--- config.mk ---
export PLATFORM = sky130hd
export DESIGN_NAME = blit_mem_write
export DESIGN_NICKNAME = d
export VERILOG_FILES = /design/src/rtl/blit_mem_write.sv
export SDC_FILE = /design/constraint.sdc
export NUM_CORES = 1
export LEC_CHECK = 0
export BUFFER_PORTS_ARGS = -buffer_cell sky130_fd_sc_hd__buf_2
export CORE_AREA = 2 2 214 216
export DETAILED_ROUTE_END_ITERATION = 6
export DIE_AREA = 0 0 216 218
export GPL_ROUTABILITY_DRIVEN = 0
export HOLD_SLACK_MARGIN = 0.05
export PLACE_DENSITY = 0.82
export RECOVER_POWER = 25
export SLEW_MARGIN = 40
export SYNTH_ARGS = -nofsm -noshare
export SYNTH_HDL_FRONTEND = slang
export SYNTH_SLANG_ARGS = --single-unit
--- constraint.sdc ---
create_clock -name clk -period 3.45 [get_ports clk]
set_input_delay 0.69 -clock clk [delete_from_list [all_inputs] [get_ports clk]]
set_output_delay 0.69 -clock clk [all_outputs]
set_load 0.005 [all_outputs]
--- src/rtl/blit_mem_write.sv ---
// blit_mem_write: write-combining line buffer that collects blitter destination bytes
// and writes each SDRAM line out as one masked burst.
// Ports:
//   clk, reset            clock; synchronous active-high reset
//   p4_write/addr/data    pixel byte write from the pipeline (held while stall=1)
//   flush                 level request to write out any open line
//   stall                 write not accepted this cycle
//   idle                  no open line and no burst in progress
//   blitw_sdram_req/addr  burst write request and line-aligned address, held until ack
//   blitw_sdram_ack       controller accepted the request
//   blitw_sdram_wrready   controller consumes the current word this cycle
//   blitw_sdram_wdata     current 32-bit word of the line, byte 0 in [7:0]
//   blitw_sdram_wmask     byte enables for wdata
//   blitw_sdram_complete  burst fully written to SDRAM
module blit_mem_write #(
   parameter int ADDR_W     = 26,
   parameter int LINE_BYTES = 64
) (
   input  logic              clk,
   input  logic              reset,
   input  logic              p4_write,
   input  logic [ADDR_W-1:0] p4_addr,
   input  logic [7:0]        p4_data,
   input  logic              flush,
   output logic              stall,
   output logic              idle,
   output logic              blitw_sdram_req,
   output logic [ADDR_W-1:0] blitw_sdram_addr,
   input  logic              blitw_sdram_ack,
   input  logic              blitw_sdram_wrready,
   output logic [31:0]       blitw_sdram_wdata,
   output logic [3:0]        blitw_sdram_wmask,
   input  logic              blitw_sdram_complete
);
   localparam int OFS_W = $clog2(LINE_BYTES);
   localparam int TAG_W = ADDR_W - OFS_W;
   localparam int PTR_W = OFS_W - 2;

   typedef enum logic [2:0] {EMPTY, FILL, REQ, DATA, DONE_WAIT} state_t;

   state_t                state, state_nx;
   logic [7:0]            line_buf [LINE_BYTES];
   logic [LINE_BYTES-1:0] mask;
   logic [TAG_W-1:0]      tag;
   logic [PTR_W-1:0]      ptr;
   logic [TAG_W-1:0]      in_tag;
   logic [OFS_W-1:0]      in_ofs;
   logic [OFS_W-1:0]      word_base;
   logic                  hit;
   logic                  line_full;
   logic                  open_ok;
   logic                  accept;
   logic                  last_word;

   assign in_tag    = p4_addr[ADDR_W-1:OFS_W];
   assign in_ofs    = p4_addr[OFS_W-1:0];
   assign word_base = {ptr, 2'b00};
   assign hit       = in_tag == tag;
   assign line_full = &mask;
   assign last_word = &ptr;
   // A write can only land in an empty buffer or in the open line while it still has room
   assign open_ok   = state == EMPTY || (state == FILL && hit && !line_full);
   assign accept    = p4_write && !reset && open_ok;

   always_ff @(posedge clk) begin
      if (reset) state <= EMPTY;
      else       state <= state_nx;
   end

   always_comb begin
      state_nx = state;
      case (state)
         EMPTY:     if (p4_write) state_nx = FILL;
         FILL:      if (line_full || (p4_write && !hit) || (flush && !p4_write)) state_nx = REQ;
         REQ:       if (blitw_sdram_ack) state_nx = DATA;
         // complete may coincide with the last word; skip DONE_WAIT then
         DATA:      if (blitw_sdram_wrready && last_word) state_nx = blitw_sdram_complete ? EMPTY : DONE_WAIT;
         DONE_WAIT: if (blitw_sdram_complete) state_nx = EMPTY;
         default:   state_nx = EMPTY;
      endcase
   end

   always_comb begin
      idle              = state == EMPTY;
      stall             = p4_write && !reset && !open_ok;
      blitw_sdram_wdata = {line_buf[word_base + OFS_W'(3)], line_buf[word_base + OFS_W'(2)],
                           line_buf[word_base + OFS_W'(1)], line_buf[word_base]};
      blitw_sdram_wmask = state == DATA ? mask[word_base +: 4] : 4'b0000;
   end

   always_ff @(posedge clk) begin
      if (reset) begin
         mask             <= '0;
         tag              <= '0;
         ptr              <= '0;
         blitw_sdram_req  <= 1'b0;
         blitw_sdram_addr <= '0;
      end else begin
         if (accept) begin
            mask[in_ofs] <= 1'b1;
            if (state == EMPTY) tag <= in_tag;
         end
         if (state == FILL && state_nx == REQ) begin
            blitw_sdram_req  <= 1'b1;
            blitw_sdram_addr <= {tag, {OFS_W{1'b0}}};
         end
         if (state == REQ && blitw_sdram_ack) begin
            blitw_sdram_req <= 1'b0;
            ptr             <= '0;
         end
         if (state == DATA && blitw_sdram_wrready) ptr <= ptr + PTR_W'(1);
         if (state != EMPTY && state_nx == EMPTY) mask <= '0;
      end
   end

   // Byte storage needs no reset: the mask alone says which bytes are live
   always_ff @(posedge clk) begin
      if (accept) line_buf[in_ofs] <= p4_data;
   end
endmodule

==> out/metrics.csv <==
stage,metric,value,unit
status,outcome,finished with violations,
status,violations,"capacitance limit, slew limit",
power_and_ir_drop,p_sw,3200,µW
hold_path,hp-class,input pin to flop,
power_and_ir_drop,power.share.switching,20.7,%
floorplan,num_rows,78,
floorplan,io_pins,106,
worst_setup_path,ff2ff_path_depth,8,
detailed_routing,first_pass_iters,5,
clock_tree,clkLatencyLatePin,0.62,ns
detailed_routing,wl_per_cell,26.4,µm
placement,post_dp_cell_area,26600,µm²
detailed_routing,drc,0,
worst_setup_path,end_kind,output pin,
timing,grt_setup_unrepaired,no,
detailed_routing,vias,13900,
grt,gr-total-overflow,0,
layout,final_area,28600,µm²
placement,portBuffers,99,
layout,syn2layout_area_growth,15.2,%
timing,hold_viol,0,
detailed_routing,viasPerCell,6.32,
power_and_ir_drop,intPower,12200,µW
grt,grt_max_degree,72,
layout,fillers,2949,
clock_tree,clockRootBuffer,clkbuf_16,
timing,tns,0,ns
grt,track_usage,25.1,%
worst_setup_path,path_max_fanout,6,
timing,period_minus_slack,3.43,ns
hold_path,hold_depth,2,
detailed_routing,drtAntennaViolNets,0,
logic_synthesis,yosysUniqueCellTypes,46,
power_and_ir_drop,combPwrFrac,3.8,%
timing,worst_pin_slew,2.99,ns
logic_synthesis,syn_area,24800,µm²
layout,seqCellArea,17700,µm²
logic_synthesis,ys_async_sr_fraction,0,%
layout,final_common_cell,edfxtp_1,
detailed_routing,routed_wl,58100,µm
placement,place_ws,0.206,ns
layout,final_cell_mix,"512 x edfxtp_1, 180 x mux4_2, 121 x nand2_1, 112 x dfxtp_1, 93 x buf_4",
layout,fin_nets,1594,
timing,drv_slew,290,
logic_synthesis,ys_ff_latch,628,
logic_synthesis,avgSynthCellArea,18.0,µm²
grt,grt_pass1_vias,14300,
clock_tree,cts_buffers,58,
clock_tree,clockBufferDepth,3,
detailed_routing,drtIter0Drc,1845,
grt,antenna_found_initial,4,
logic_synthesis,ys.flop_type,edfxtp_1,
floorplan,core-area,44900,µm²
layout,multi_input_area,6780,µm²
worst_setup_path,cp_data_required_time,2.76,ns
hold_path,hold_end,state[2],
floorplan,dieArea,47100,µm²
logic_synthesis,synth-seq-area-share,71.2,%
worst_setup_path,rr_endpoint,line_buf[61][6],
power_and_ir_drop,power.density,540,nW/µm²
worst_setup_path,regToRegStartpoint,mask[58],
clock_tree,cts_tree,done,
worst_setup_path,startpoint_type,flop,
floorplan,start_util,55.3,%
clock_tree,cts.clk_slew.worst_paths,0.06,ns
timing,maxClockFrequency,291,MHz
power_and_ir_drop,p_clk_share,42.7,%
logic_synthesis,netlist_instances,1379,
clock_tree,cts_hold_buffers,0,
placement,place_hpwl,35300,µm
clock_tree,htreeDepth,2,
clock_tree,clkSinkCount,628,
timing,holdWs,0.255,ns
logic_synthesis,synth_warnings,0,
power_and_ir_drop,pwr-share-seq,53.5,%
power_and_ir_drop,p_leak,0.00916,µW
floorplan,die_y,218,µm
worst_setup_path,reg2reg_slack,0.51,ns
grt,grt_pass1_wl,88200,µm
hold_path,hold_start,blitw_sdram_complete,
timing,fin_worst_skew,0.0234,ns
power_and_ir_drop,max-vdd-ir-drop,0.000436,V
logic_synthesis,synth_edf_count,512,
timing,period_share,99.6,%
timing,setup_viol,0,
layout,drive_gt1_share,29.7,%
timing,fin_ws,0.0150,ns
worst_setup_path,crit_arrival,2.74,ns
worst_setup_path,worstSetupPathType,flop to output pin,
floorplan,fp.dieW,216,µm
timing,slew_headroom,-99.3,%
job,drv_cap,6,
sequential cells by signal, summed over array words and instances (netlist names), named ones only:
register / flops
tag: 20
blitw_sdram_addr: 20
line_buf: 512
state: 3
ptr: 4
mask: 64
blitw_sdram_req: 1
synth_stat cells, types with 2 or more instances:
library cell  count  share of area [%]
nor2b_1          11               0.28
nand2b_1         45                1.1
mux2i_1          20               0.81
nand3_1           5               0.10
a21o_1            2              0.060
nand4_1          18               0.45
a32o_1           21               0.85
nand2_1         121                1.8
xor2_1           20               0.71
o21a_1            9               0.27
clkbuf_1         67                1.0
buf_2            16               0.32
o21ai_0          25               0.50
a31oi_1           3              0.076
inv_1             2              0.030
and2_1            6               0.15
or2_2             2              0.050
a21oi_1          24               0.48
nor2_1           57               0.86
edfxtp_1        512                 62
nor3_1           34               0.68
o31ai_1          10               0.30
and3_1           10               0.25
and4_1            2              0.071
buf_1             5              0.076
dfxtp_1         116                9.3
nor4_1           11               0.28
mux4_2          180                 16
buf_4             6               0.18
nand3b_1          3              0.091
worst max path at each step:
stage                 from               endpoint  slack (ns)  cells past startpoint
2_1_floorplan  p4_addr[12]         line_buf[1][0]        0.26                      8
3_3_place_gp   p4_addr[12]        line_buf[19][4]        0.22                      9
3_5_place_dp   p4_addr[12]        line_buf[23][4]        0.21                      9
4_1_cts             ptr[1]  blitw_sdram_wdata[21]        0.05                      4
5_1_grt             ptr[1]  blitw_sdram_wdata[19]        0.03                      4
6_report          mask[58]                  stall        0.02                      6
stage by stage:
step	util, %	instances	power (µW)
floorplan	-	1384	8720
global placement	59.2	2086	8970
detailed placement	59.2	2086	8990
CTS	63.7	2201	15500
global route	63.7	2201	15800
finish	63.7	2203	15400
critical path, stage by stage (launching register included):
cell     delay [ns]
dfxtp_1        0.37
nand4_1        0.17
nor4_1         0.52
and4_1         0.34
o41a_1         0.37
and2_1         0.23
buf_2          0.13
cells by family (layout without fill, tap and decap cells):
kind of cell             after synthesis  after routing  synth area share [%]
flip-flops                           628            628                  71.2
multiplexers                         200            200                  17.1
adder cells (fa/ha/maj)                1              1                0.0504
buffers and inverters                 97            314                  1.67
AND/OR/NAND/NOR                      330            330                  6.38
other                                  1              8                0.0151
XOR/XNOR                              20             20                 0.705
AO/OA/AOI/OAI                        102            102                  2.83
final cells by class:
class / instances / share of cell area [%]
sequential: 628 / 61.9
multi-input combinational: 659 / 23.7
clock buffer: 73 / 5.34
timing repair buffer: 203 / 4.88
tap: 600 / 2.62
clock inverter: 36 / 1.50
inverter: 2 / 0.0262
antenna: 2 / 0.0175
layer usage:
layer | up-vias | track usage (%) | wire length (µm)
li1 | 5839 | - | -
met1 | 7098 | 34.1 | 22100
met2 | 822 | 41.2 | 28400
met3 | 151 | 4.80 | 5550
met4 | 6 | 8.90 | 1950
met5 | - | 0 | 41
power by group through the flow:
stage / Clock (µW) / Sequential, µW / Combinational (µW)
4_1_cts: 6680 / 8260 / 579
3_5_place_dp: 0 / 8430 / 563
2_1_floorplan: 0 / 8410 / 309
5_1_grt: 6950 / 8270 / 622
3_3_place_gp: 0 / 8420 / 543
6_report: 6600 / 8270 / 583
timing repair:
| action | in CTS | in global routing |
|---|---|---|
| gates cloned | 0 | 0 |
| setup buffers | 6 | 0 |
| endpoints found under the setup margin | 30 | 1 |
| resized for setup | 1 | 1 |
(Power assumes the default switching activity.)
